--- src/rtl/display_pkg.sv ---
// Shared constants for the seven-segment display stage: FSM states and
// active-low segment patterns (bit0=a ... bit6=g).
package display_pkg;

  typedef enum logic [1:0] {
    IDLE  = 2'd0,
    SHIFT = 2'd1,
    DONE  = 2'd2
  } state_e;

  localparam logic [6:0] SEG_BLANK = 7'h7F;
  localparam logic [6:0] SEG_0     = 7'b1000000;
  localparam logic [6:0] SEG_1     = 7'b1111001;
  localparam logic [6:0] SEG_2     = 7'b0100100;
  localparam logic [6:0] SEG_3     = 7'b0110000;
  localparam logic [6:0] SEG_4     = 7'b0011001;
  localparam logic [6:0] SEG_5     = 7'b0010010;
  localparam logic [6:0] SEG_6     = 7'b0000010;
  localparam logic [6:0] SEG_7     = 7'b1111000;
  localparam logic [6:0] SEG_8     = 7'b0000000;
  localparam logic [6:0] SEG_9     = 7'b0010000;

  function automatic longint unsigned pow10(input int n);
    longint unsigned r;
    r = 64'd1;
    for (int i = 0; i < n; i++) r = r * 64'd10;
    return r;
  endfunction

endpackage

--- src/rtl/bin_to_7seg_display_seg7_encoder.sv ---
// One BCD digit to active-low segments; non-decimal codes show blank.
module seg7_encoder
  import display_pkg::*;
(
  input  logic [3:0] digit_i,
  output logic [6:0] seg_o
);

  always_comb begin
    case (digit_i)
      4'd0:    seg_o = SEG_0;
      4'd1:    seg_o = SEG_1;
      4'd2:    seg_o = SEG_2;
      4'd3:    seg_o = SEG_3;
      4'd4:    seg_o = SEG_4;
      4'd5:    seg_o = SEG_5;
      4'd6:    seg_o = SEG_6;
      4'd7:    seg_o = SEG_7;
      4'd8:    seg_o = SEG_8;
      4'd9:    seg_o = SEG_9;
      default: seg_o = SEG_BLANK;
    endcase
  end

endmodule

--- src/rtl/bin_to_7seg_display.sv ---
// Sequential double-dabble binary-to-BCD converter driving active-low
// seven-segment digits; re-converts whenever bin_in changes.
module bin_to_7seg_display
  import display_pkg::*;
#(
  parameter int N        = 6,
  parameter int DIGITS   = 2,
  parameter int BLANK_LZ = 0
) (
  input  logic                  clk,
  input  logic                  rst,
  input  logic [N-1:0]          bin_in,
  output logic [7*DIGITS-1:0]   hex_out,
  output logic                  busy,
  output logic                  valid
);

  localparam int BW    = 4 * DIGITS;
  localparam int CNT_W = (N > 1) ? $clog2(N) : 1;

  if (pow10(DIGITS) <= ((64'd1 << N) - 64'd1)) begin : g_digits_check
    $error("DIGITS too small to represent every N-bit value");
  end

  state_e               state_q, state_d;
  logic                 pending_q, pending_d;
  logic                 busy_q, busy_d;
  logic                 valid_q, valid_d;
  logic [7*DIGITS-1:0]  hex_q, hex_d;
  logic [N-1:0]         snap_q, snap_d;
  logic [N-1:0]         sh_q, sh_d;
  logic [N-1:0]         last_q, last_d;
  logic [BW-1:0]        bcd_q, bcd_d;
  logic [BW-1:0]        adj;
  logic [CNT_W-1:0]     cnt_q, cnt_d;
  logic [7*DIGITS-1:0]  seg_w;
  logic [7*DIGITS-1:0]  hex_enc;
  logic                 lz;

  function automatic logic [BW-1:0] add3(input logic [BW-1:0] b);
    logic [BW-1:0] r;
    r = b;
    for (int d = 0; d < DIGITS; d++)
      if (b[4*d +: 4] >= 4'd5) r[4*d +: 4] = b[4*d +: 4] + 4'd3;
    return r;
  endfunction

  for (genvar d = 0; d < DIGITS; d++) begin : g_enc
    seg7_encoder u_enc (
      .digit_i (bcd_q[4*d +: 4]),
      .seg_o   (seg_w[7*d +: 7])
    );
  end

  // Walk from the most significant digit down; units digit is never blanked.
  always_comb begin
    hex_enc = seg_w;
    lz      = 1'b1;
    for (int d = DIGITS - 1; d >= 0; d--) begin
      lz = lz && (bcd_q[4*d +: 4] == 4'd0);
      if ((BLANK_LZ != 0) && (d > 0) && lz) hex_enc[7*d +: 7] = SEG_BLANK;
    end
  end

  assign adj = add3(bcd_q);

  always_comb begin
    state_d   = state_q;
    pending_d = pending_q;
    busy_d    = busy_q;
    valid_d   = valid_q;
    hex_d     = hex_q;
    snap_d    = snap_q;
    sh_d      = sh_q;
    last_d    = last_q;
    bcd_d     = bcd_q;
    cnt_d     = cnt_q;
    case (state_q)
      IDLE: begin
        if (pending_q || (bin_in != last_q)) begin
          snap_d    = bin_in;
          sh_d      = bin_in;
          bcd_d     = '0;
          cnt_d     = '0;
          busy_d    = 1'b1;
          pending_d = 1'b0;
          state_d   = SHIFT;
        end
      end
      SHIFT: begin
        {bcd_d, sh_d} = {adj, sh_q} << 1;
        cnt_d         = cnt_q + 1'b1;
        if (cnt_q == CNT_W'(N - 1)) state_d = DONE;
      end
      DONE: begin
        hex_d   = hex_enc;
        last_d  = snap_q;
        valid_d = 1'b1;
        busy_d  = 1'b0;
        state_d = IDLE;
      end
      default: state_d = IDLE;
    endcase
  end

  always_ff @(posedge clk or posedge rst) begin
    if (rst) begin
      state_q   <= IDLE;
      pending_q <= 1'b1;
      busy_q    <= 1'b0;
      valid_q   <= 1'b0;
      hex_q     <= '1;
    end else begin
      state_q   <= state_d;
      pending_q <= pending_d;
      busy_q    <= busy_d;
      valid_q   <= valid_d;
      hex_q     <= hex_d;
    end
  end

  // Datapath needs no reset: the pending flag forces a fresh load first.
  always_ff @(posedge clk) begin
    snap_q <= snap_d;
    sh_q   <= sh_d;
    last_q <= last_d;
    bcd_q  <= bcd_d;
    cnt_q  <= cnt_d;
  end

  assign hex_out = hex_q;
  assign busy    = busy_q;
  assign valid   = valid_q;

endmodule

--- config.mk ---
export PLATFORM = sky130hd
export DESIGN_NAME = bin_to_7seg_display
export DESIGN_NICKNAME = d
export VERILOG_FILES = /design/src/rtl/display_pkg.sv /design/src/rtl/bin_to_7seg_display_seg7_encoder.sv /design/src/rtl/bin_to_7seg_display.sv
export SDC_FILE = /design/constraint.sdc
export NUM_CORES = 1
export LEC_CHECK = 0
export ABC_CLOCK_PERIOD_IN_PS = 2200
export CAP_MARGIN = 0
export CORE_UTILIZATION = 30
export CTS_CLUSTER_SIZE = 28
export DETAILED_ROUTE_END_ITERATION = 7
export GPL_ROUTABILITY_DRIVEN = 0
export SLEW_MARGIN = 15
export SYNTH_ARGS = -nofsm -noshare
export SYNTH_HDL_FRONTEND = slang
export SYNTH_SLANG_ARGS = --single-unit
--- constraint.sdc ---
create_clock -name clk -period 2.2 [get_ports clk]
set_clock_uncertainty 0.2 [all_clocks]
set_input_delay 0.22 -clock clk [delete_from_list [all_inputs] [get_ports clk]]
set_output_delay 0.22 -clock clk [all_outputs]
set_load 0.005 [all_outputs]
==> summary.md, run 1 <==
| Metric | Value |
|---|---|
| Final hold violations | `0` |
| Vias in the first global route | `1,474` |
| Area added between synthesis and finish | `23.69%` |
| GR peak layer | `met2` |
| Final worst setup slack | `0.1589 ns` |
| Die X | `a little under 90 um` |
| Setup WS pre-CTS | `-0.2035 ns` |
| Unrepaired setup endpoints after global routing | `false` |
| Clock sinks | `between 40 and 50` |
| Initial antenna violation count | `0` |
| Core region area | `7292 sq um` |
| Drt total wl | `4.025 mm` |
| Die Y | `about 90 um` |
| Share of layout cells above drive strength 1 | `18.57%` |
| Post-detail-place hpwl | `2.908 mm` |
| Area contributors post-synth | `edfxtp_1 38%, dfstp_2 17%, ha_1 6.6%, nand2_1 5.1%, dfrtp_1 4.4%` |
| Hold slack | `0.1440 ns` |
| Routed via count | `between 1,500 and 2,000` |
| Pins Over Slew Limit | `0` |
| Synth Flop Type | `edfxtp_1` |
| Drt pass-1 iters | `4` |
| First DRT Iteration DRCs | `60` |
| Critical Path RT | `2.05 ns` |
| DP Area | `roughly 2700 sq um` |
| DRT antenna net count | `0` |
| Skew-Pair Late Insertion Delay | `0.29 ns` |
| Least-Margin Pin Slew | `approximately 0.71 ns` |
| Post-synth top area share | `38.07%` |
| Worst Path Buf+Inv | `1` |
| Final Instance Count excl. Fillers | `~340` |
| First-pass GRT wire length | `6.948 mm` |
| Final min period | `2.041 ns` |
| CP delay by family, top | `simple AND/OR/NAND/NOR gates` |
| CP Cell Sequence | `xor2_1, or4_4, nor4_2, nor2_1, buf_4` |
| Final Cell Area | `2829 sq um` |
| CP endpoint kind | `register` |
| Post-Syn Area | `2287 sq um` |
| Fraction of the yosys area taken by sequential cells | `59.68%` |
| Initial core utilization | `31.37%` |
| Clock root buffer | `clkbuf_8` |
| GRT Util Overall | `between 10% and 20%` |
| Tcrit/Tclk final | `92.78%` |
| Leakage | `roughly 0.0011 uW` |
| Async S/R FF share, synth | `approximately two fifths` |
| # nets final | `256` |
| Worst Hold Class | `input pin to async pin` |
| Arrival @ worst endpoint | `around 1.9 ns` |
| Post-CTS setup buffers | `0` |
| Net Count, Synth | `218` |
| Max-cap violations | `0` |
| Critical path class | `register to register` |
| Antenna Cells | `0` |
| Grt ovf | `0` |
| Maximum clock rate | `around 490 MHz` |
| I/O Pins | `24` |
| Average size of a mapped cell | `11.55 sq um` |
| Die area | `7977 sq um` |
| Slowest cell on the critical path | `or4_4` |
| Largest net degree at the start of global routing | `24` |
| Clock buffer depth | `2` |
| Status | `completed` |
| Reg clk slew, reported paths | `0.09 ns` |
| Number of synthesized flops with an enable pin | `29` |
| Vias per cell | `4.518` |
| CTS tree | `yes` |
| CTS Buf Count | `5` |
| DRC | `0` |
| Crit-path max FO | `9` |
| Synth area leader | `edfxtp_1` |
| Row count | `31` |
| H-tree depth | `2` |
| I/O Buffers | `23` |
| Synth Register Bits | `48` |
| Met3 usage | `3.324%` |
| Worst rel slew slack | `52.68%` |
| WL per Instance | `11.98 um` |
| Met2 usage | `a little under a fifth` |
| Warnings, synthesis | `0` |
| Startpoint Class | `register` |
| Netlist cell types | `36` |
| PwrDens | `about 1300 nW/um^2` |
| Worst vdd ir | `0.3848 mV` |
| # placed instances | `between 300 and 400` |
| Final setup fails | `0` |
| Gate Count Post-Synth | `198` |
| Met1 GRT Util | `around 16%` |
| Post-Route Setup TNS | `0 ns` |
| Critical path's largest stage delay | `0.54 ns` |
-- layer usage --
metal / routed length, um / up-vias
met5: 0 / -
met4: 10 / 0
met3: 188 / 2
met2: 1870 / 39
met1: 1956 / 709
li1: - / 768
-- cell usage after synthesis, drive strengths merged, types with 2 or more instances --
| library cell | number |
|---|---|
| clkinv | 2 |
| o221a | 2 |
| ha | 12 |
| mux2i | 2 |
| a211oi | 3 |
| nor3 | 3 |
| dfstp | 15 |
| buf | 3 |
| a21oi | 9 |
| edfxtp | 29 |
| nand2b | 8 |
| a311oi | 2 |
| o31ai | 5 |
| and2 | 3 |
| a21o | 2 |
| xor2 | 4 |
| inv | 9 |
| xnor2 | 6 |
| o21ai | 11 |
| o22a | 2 |
| nor2b | 2 |
| nand2 | 31 |
| o22ai | 2 |
| dfrtp | 4 |
| nor2 | 14 |
| clkbuf | 4 |
-- report_power, final --
part / switching, uW / leakage (uW) / internal [uW]
Clock: 281 / 0.0000515 / 287
Sequential: 236 / 0.000498 / 1460
Combinational: 759 / 0.000585 / 776
Total: 1280 / 0.00113 / 2520
-- registers in the layout (all words and copies together) (netlist names) --
| register | flops |
|---|---|
| cnt_q | 3 |
| bcd_q | 8 |
| hex_out | 14 |
| state_q | 2 |
| snap_q | 6 |
| last_q | 6 |
| sh_q | 6 |
| busy | 1 |
| valid | 1 |
| pending_q | 1 |
-- cell type report --
type / instances / area (sq um)
Fill cell: 735 / 4463
Tap cell: 99 / 123.9
Multi-Input combinational cell: 132 / 855.8
Inverter: 11 / 41.29
Clock buffer: 8 / 100.1
Sequential cell: 48 / 1365
Timing Repair Buffer: 38 / 342.8
-- final timing paths --
kind | start | endpoint | slack [ns] | cells past startpoint
setup / recovery | last_q[5] | sh_q[5] | 0.16 | 5
hold / removal | rst | state_q[0] | 0.14 | 2
setup reg to reg | last_q[5] | sh_q[5] | 0.16 | 5
hold reg to reg | snap_q[4] | last_q[4] | 0.23 | 0
max in group asynchronous | rst | state_q[1] | 1.20 | 2
min in group clk | snap_q[4] | last_q[4] | 0.23 | 0
-- cell families (layout without fill, tap and decap cells) --
group,count (synthesis),in the layout,synth area share (%)
simple gates,66,66,13.79
flops,48,48,59.68
compound gates,41,41,11.65
buf+inv,18,57,3.118
fa+ha+maj,12,12,6.564
xor+xnor,10,10,3.829
mux,3,3,1.368
-- what timing repair did --
action	4_1_cts	5_1_grt
hold buffers	0	0
setup endpoints to repair	0	6
gates resized for setup	0	1
-- metrics by stage --
step	utilization [%]	power (uW)
finish	38.80	3796
global route	38.80	4131
CTS	38.73	3837
detailed placement	37.35	3261
global placement	37.35	3221
floorplan	-	2662
-- cells in the final DEF (no fill, tap or decap), drive strengths merged, types with 9 or more instances in the layout --
cell	count
a21oi	9
nor2	14
dfstp	15
nand2	31
ha	12
inv	9
o21ai	11
buf	15
clkdlybuf4s50	23
edfxtp	29
-- worst reg2reg max path, cell delays in order (launching register included) --
cell,delay (ns)
edfxtp_1,0.40
xor2_1,0.17
or4_4,0.54
nor4_2,0.21
nor2_1,0.10
buf_4,0.19
Note: power is estimated with default switching activity, not from simulation.
==> run 2: changes to the inputs <==
--- a/config.mk
+++ b/config.mk
@@ -5,7 +5,7 @@
 export SDC_FILE = /design/constraint.sdc
 export NUM_CORES = 1
 export LEC_CHECK = 0
-export ABC_CLOCK_PERIOD_IN_PS = 2200
+export ABC_CLOCK_PERIOD_IN_PS = 2480
 export CAP_MARGIN = 0
 export CORE_UTILIZATION = 30
 export CTS_CLUSTER_SIZE = 28
==> constraint.sdc (replaced) <==
create_clock -name clk -period 2.48 [get_ports clk]
set_clock_uncertainty 0.2 [all_clocks]
set_input_delay 0.248 -clock clk [delete_from_list [all_inputs] [get_ports clk]]
set_output_delay 0.248 -clock clk [all_outputs]
set_load 0.005 [all_outputs]
==> run 2 against run 1 <==
Clock power is 18% lower; utilization is 1.2 points lower; sequential share of layout area is 1.5 points higher; critical endpoint is now snap_q[5]; largest cell class unchanged; largest power group unchanged.
==> summary.md, run 2 (synthesis results as in run 1) <==
| Metric | Value |
|---|---|
| Reg2Reg Setup Slack | `0.43 ns (+0.27 ns)` |
| Leakage | `0.001074 uW (-5.3%)` |
| H-tree depth | `2 (unchanged)` |
| Largest net degree at the start of global routing | `24 (unchanged)` |
| Reg clk slew, reported paths | `0.09 ns (about the same)` |
| I/O Buffers | `23 (unchanged)` |
| Final setup fails | `0 (unchanged)` |
| Die area | `7977 sq um (unchanged)` |
| Least-Margin Pin Slew | `0.8833 ns (+0.1742 ns)` |
| Startpoint Class | `input pin` |
| Maximum clock rate | `479.9 MHz` |
| Critical Path RT | `2.21 ns (+0.16 ns)` |
| Vias in the first global route | `1,400 (-5.0%)` |
| Worst setup path endpoint | `snap_q[5]` |
| CP endpoint kind | `register` |
| Unrepaired setup endpoints after global routing | `false` |
| Drt pass-1 iters | `4 (unchanged)` |
| Final Instance Count excl. Fillers | `326 (-3.0%)` |
| Clock sinks | `48 (unchanged)` |
| CTS Buf Count | `5 (unchanged)` |
| Post_cts resized | `0 (unchanged)` |
| DRC | `0 (unchanged)` |
| Tcrit/Tclk final | `84.02%` |
| Antenna Cells | `0 (unchanged)` |
| Vias per cell | `4.442 (-1.7%)` |
| Max-cap violations | `0 (unchanged)` |
| Die X | `89.32 um (unchanged)` |
| Arrival @ worst endpoint | `1.82 ns (-0.07 ns)` |
| Worst R2R Path Depth | `5 (unchanged)` |
| WL per Instance | `11.93 um (-0.44%)` |
| Clock root buffer | `clkbuf_8` |
| Worst Setup SP | `bin_in[5]` |
| # placed instances | `318 (-3.0%)` |
| Worst reg2reg path endpoint | `sh_q[1]` |
| Drt total wl | `3.888 mm (-3.4%)` |
| PwrDens | `1193 nW/um^2 (-11%)` |
| Skew-Pair Late Insertion Delay | `0.29 ns (about the same)` |
| Initial antenna violation count | `0 (unchanged)` |
| Clock buffer depth | `2 (unchanged)` |
| Critical path class | `input pin to register` |
| Die Y | `89.32 um (unchanged)` |
| Post-CTS setup buffers | `0 (unchanged)` |
| Worst vdd ir | `0.4316 mV (+12%)` |
| Largest register FFs | `14 (unchanged)` |
| DRT antenna net count | `0 (unchanged)` |
| GRT Util Overall | `10.87% (-0.68 points)` |
| Worst Hold Class | `input pin to async pin` |
| Fillers | `778 (+5.9%)` |
| CTS tree | `yes` |
| Crit-path max FO | `6 (-3)` |
| Pins Over Slew Limit | `0 (unchanged)` |
| Cts hold-fix bufs | `0 (unchanged)` |
| # nets final | `246 (-3.9%)` |
| Final min period | `roughly 2.1 ns` |
| Worst rel slew slack | `40.66% (-12 points)` |
| Commonest cells after routing, fill and taps aside | `31 x nand2_1, 29 x edfxtp_1, 23 x clkdlybuf4s50_1` |
| Post-detail-place hpwl | `2.780 mm (-4.4%)` |
| I/O Pins | `24 (unchanged)` |
| Routed via count | `1,448 (-4.6%)` |
| Share of layout cells above drive strength 1 | `14.98% (-3.6 points)` |
| Post-Route Setup TNS | `0 ns (unchanged)` |
| Core region area | `7292 sq um (unchanged)` |
| Area added between synthesis and finish | `19.86%` |
| First DRT Iteration DRCs | `52 (-13%)` |
| Status | `completed` |
| Initial core utilization | `31.37% (unchanged)` |
| Row count | `31 (unchanged)` |
| Grt ovf | `0 (unchanged)` |
| First-pass GRT wire length | `6.465 mm (-7.0%)` |
| RR Startpoint | `last_q[5]` |
| Commonest non-fill, non-tap cell in the layout | `nand2_1` |
| Final hold violations | `0 (unchanged)` |
-- run 2: routing by layer --
| metal | part of all wire [%] | global-route usage (%) |
|---|---|---|
| met1 | 50 | 14.34 |
| met2 | 45 | 17.70 |
| met3 | 3.9 | 2.862 |
| met4 | 0.62 | 3.030 |
| met5 | 0 | 0 |
-- run 2: worst min path at each step --
stage / depth (start not counted) / slack, ns / from / endpoint
2_1_floorplan: 1 / -0.01 / rst / busy
3_3_place_gp: 0 / 0.20 / snap_q[3] / last_q[3]
3_5_place_dp: 0 / 0.20 / snap_q[1] / last_q[1]
4_1_cts: 2 / 0.18 / rst / valid
5_1_grt: 2 / 0.21 / rst / busy
6_report: 2 / 0.16 / rst / valid
-- run 2: final cells by class --
| cell class | count | area, sq um | share of cell area, % |
|---|---|---|---|
| inverters | 11 | 41.29 | 1.506 |
| clock inverters | 3 | 23.77 | 0.8672 |
| repair buffers | 28 | 267.8 | 9.767 |
| multi-input cells | 132 | 850.8 | 31.04 |
| flip-flops and latches | 48 | 1365 | 49.79 |
| clock buffers | 5 | 68.82 | 2.510 |
| well taps | 99 | 123.9 | 4.518 |
-- run 2: report_power, final --
group          switching (uW)  internal [uW]
sequential                244           1290
clock                     269            200
combinational             617            646
total                    1130           2140
-- run 2: through the flow --
stage	total power (uW)	worst slack [ns]	util [%]	hold slack (ns)	instance area, sq um
floorplan	2361	0.4455	-	-0.01187	2287
global placement	2804	0.1326	36.32	0.2025	2649
detailed placement	2834	0.06874	36.32	0.2045	2649
CTS	3312	0.3940	37.59	0.1844	2741
global route	3543	0.2507	37.59	0.2129	2741
finish	3269	0.3963	37.59	0.1599	2741
-- run 2: critical path: stages --
cell and delay, ns:
clkdlybuf4s50_1 0.51, xor2_1 0.17, or4_4 0.16, nor3_2 0.04
nor3_1 0.68
==> RTL change (settings of run 1) <==
`DIGITS`: 2 -> 4.
--- a/src/rtl/bin_to_7seg_display.sv
+++ b/src/rtl/bin_to_7seg_display.sv
@@ -6,3 +6,3 @@
   parameter int N        = 6,
-  parameter int DIGITS   = 2,
+  parameter int DIGITS   = 4,
   parameter int BLANK_LZ = 0
Ports: changed (resized hex_out); port bits go from 24 to 38. The function was not compared with the original's and may differ.
==> RTL change against run 1 <==
  * Combinational power rose by 75%
  * Design area rose by 57%
  * Hold slack got worse by 0.067 ns
  * Worst setup slack worse by 0.0067 ns
  * Fmax is 0.33% lower
  * Final cell count is 56% higher
  * First-iteration DRC count up 87%
  * Routed wire length up 73%
  * Synthesized area rose by 55%
  * Sequential power increased by 58%
  * Power increased by 77%
  * Synthesized cell count increased by 65%
  * Sequential cell count rose by 22
==> RTL change: results (changes against run 1) <==
- The total CTS buffers was 9 (+4).
- Final Net Count: 406 (+59%)
- Reg-to-reg critical path startpoint: last_q[2]
- Routed length on met1: 3348 um (+71%)
- The commonest cells after synthesis are sky130_fd_sc_hd__nand2_1 (44), sky130_fd_sc_hd__edfxtp_1 (37), sky130_fd_sc_hd__o21ai_0 (36).
- Clock slew at reported path FFs: 0.06 ns (-0.03 ns)
- The peak ir drop on the vdd network is 0.5877 mV (+53%).
* Sequential-to-total area share from yosys stat: 0.5561 (-0.04076)
* Number of enable-type register cells in the synthesized netlist: 37 (+28%)
* Overall via count from detail_route: 2,470 (+63%)
- Vias in the first global route: 2,415 (+64%)
* Worst-case setup slack after placement: -0.1480 ns (+0.05545 ns)
- Reg-to-reg setup timing slack: 0.18 ns (+0.02 ns)
- The static leakage was 1.795 nW (+58%).
- FF-to-FF path depth: 4 (-1)
* Total area of sequential cells: 0.001973 mm2 (+45%)
- Ranked by total cell area, the synthesized netlist is headed by sky130_fd_sc_hd__edfxtp_1 (31%), sky130_fd_sc_hd__dfstp_2 (21%), sky130_fd_sc_hd__ha_1 (7.8%).
- Routed wire length per instance: 13.27 um (+11%)
- The half-perimeter wire length after detailed placement came to 4766 um (+64%).
- The count of filler cells inserted in the layout is 1,111 (+51%).
* Net count after synthesis: 357 (+64%)
- Number of flip-flops in the largest register: 28 (+14)
- Clock network latency to the later pin of the worst-skew pair: 0.33 ns (+0.04 ns)
- The routed length on met3 is 337 um (+79%).
- Global-route wire length before repair: 12,080 um (+74%)
- Clock root cell: sky130_fd_sc_hd__clkbuf_16
* WHS: 0.07707 ns (-0.06691 ns)
- The critical path ends at snap_q[4].
- Share of the clock period used by the worst path: 0.9308 (+0.003038)
* Mean Syn Cell Area: 10.85 um2 (-6.1%)
- Placement Cell Area: 0.004169 mm2 (+53%)
- DRC marker count from the first detailed-route iteration: 112 (+87%)
- Cell with the biggest individual delay on the critical path: sky130_fd_sc_hd__nor3_1
- The flow ran to the end, and the final reports show no timing, DRC or antenna violations.
- Total global-route track usage: 0.1241 (+0.008592)
- Maximum number of pins on one net before global-route repair: 50 (+110%)
* Number of placed instances with taps included: 508 (+55%)
- Number of buffers added on ports: 37 (+61%)
- The sum of met2 wire segment lengths after detailed routing is 3171 um (+70%).
RTL change: kinds of logic after synthesis:
group                      Yosys count  share of synthesized area
xor gates and xnor gates            17                    0.04196
adders and majority gates           22                    0.07757
AOI/OAI and AO/OA                   81                     0.1400
and+or+nand+nor                     96                     0.1266
buffers and inverters               36                    0.04266
DFF                                 70                     0.5561
muxes                                5                    0.01516
RTL change: routing by layer:
layer | up-vias | GRT usage
li1 | 1237 | -
met1 | 1173 | 0.1625
met2 | 53 | 0.1950
met3 | 7 | 0.03882
met4 | 0 | 0.04000
met5 | - | 0
RTL change: area by class of cell:
type,instances,share of cell area
clock buffer,14,0.05942
clock inverter,2,0.002253
inverter,22,0.01859
multi-input combinational,221,0.3210
sequential,70,0.4441
tap,143,0.04027
timing repair buffer,52,0.1143
RTL change: power breakdown:
group / switching, mW / internal, mW
Sequential: 0.466 / 2.20
Combinational: 1.30 / 1.40
Clock: 0.524 / 0.822
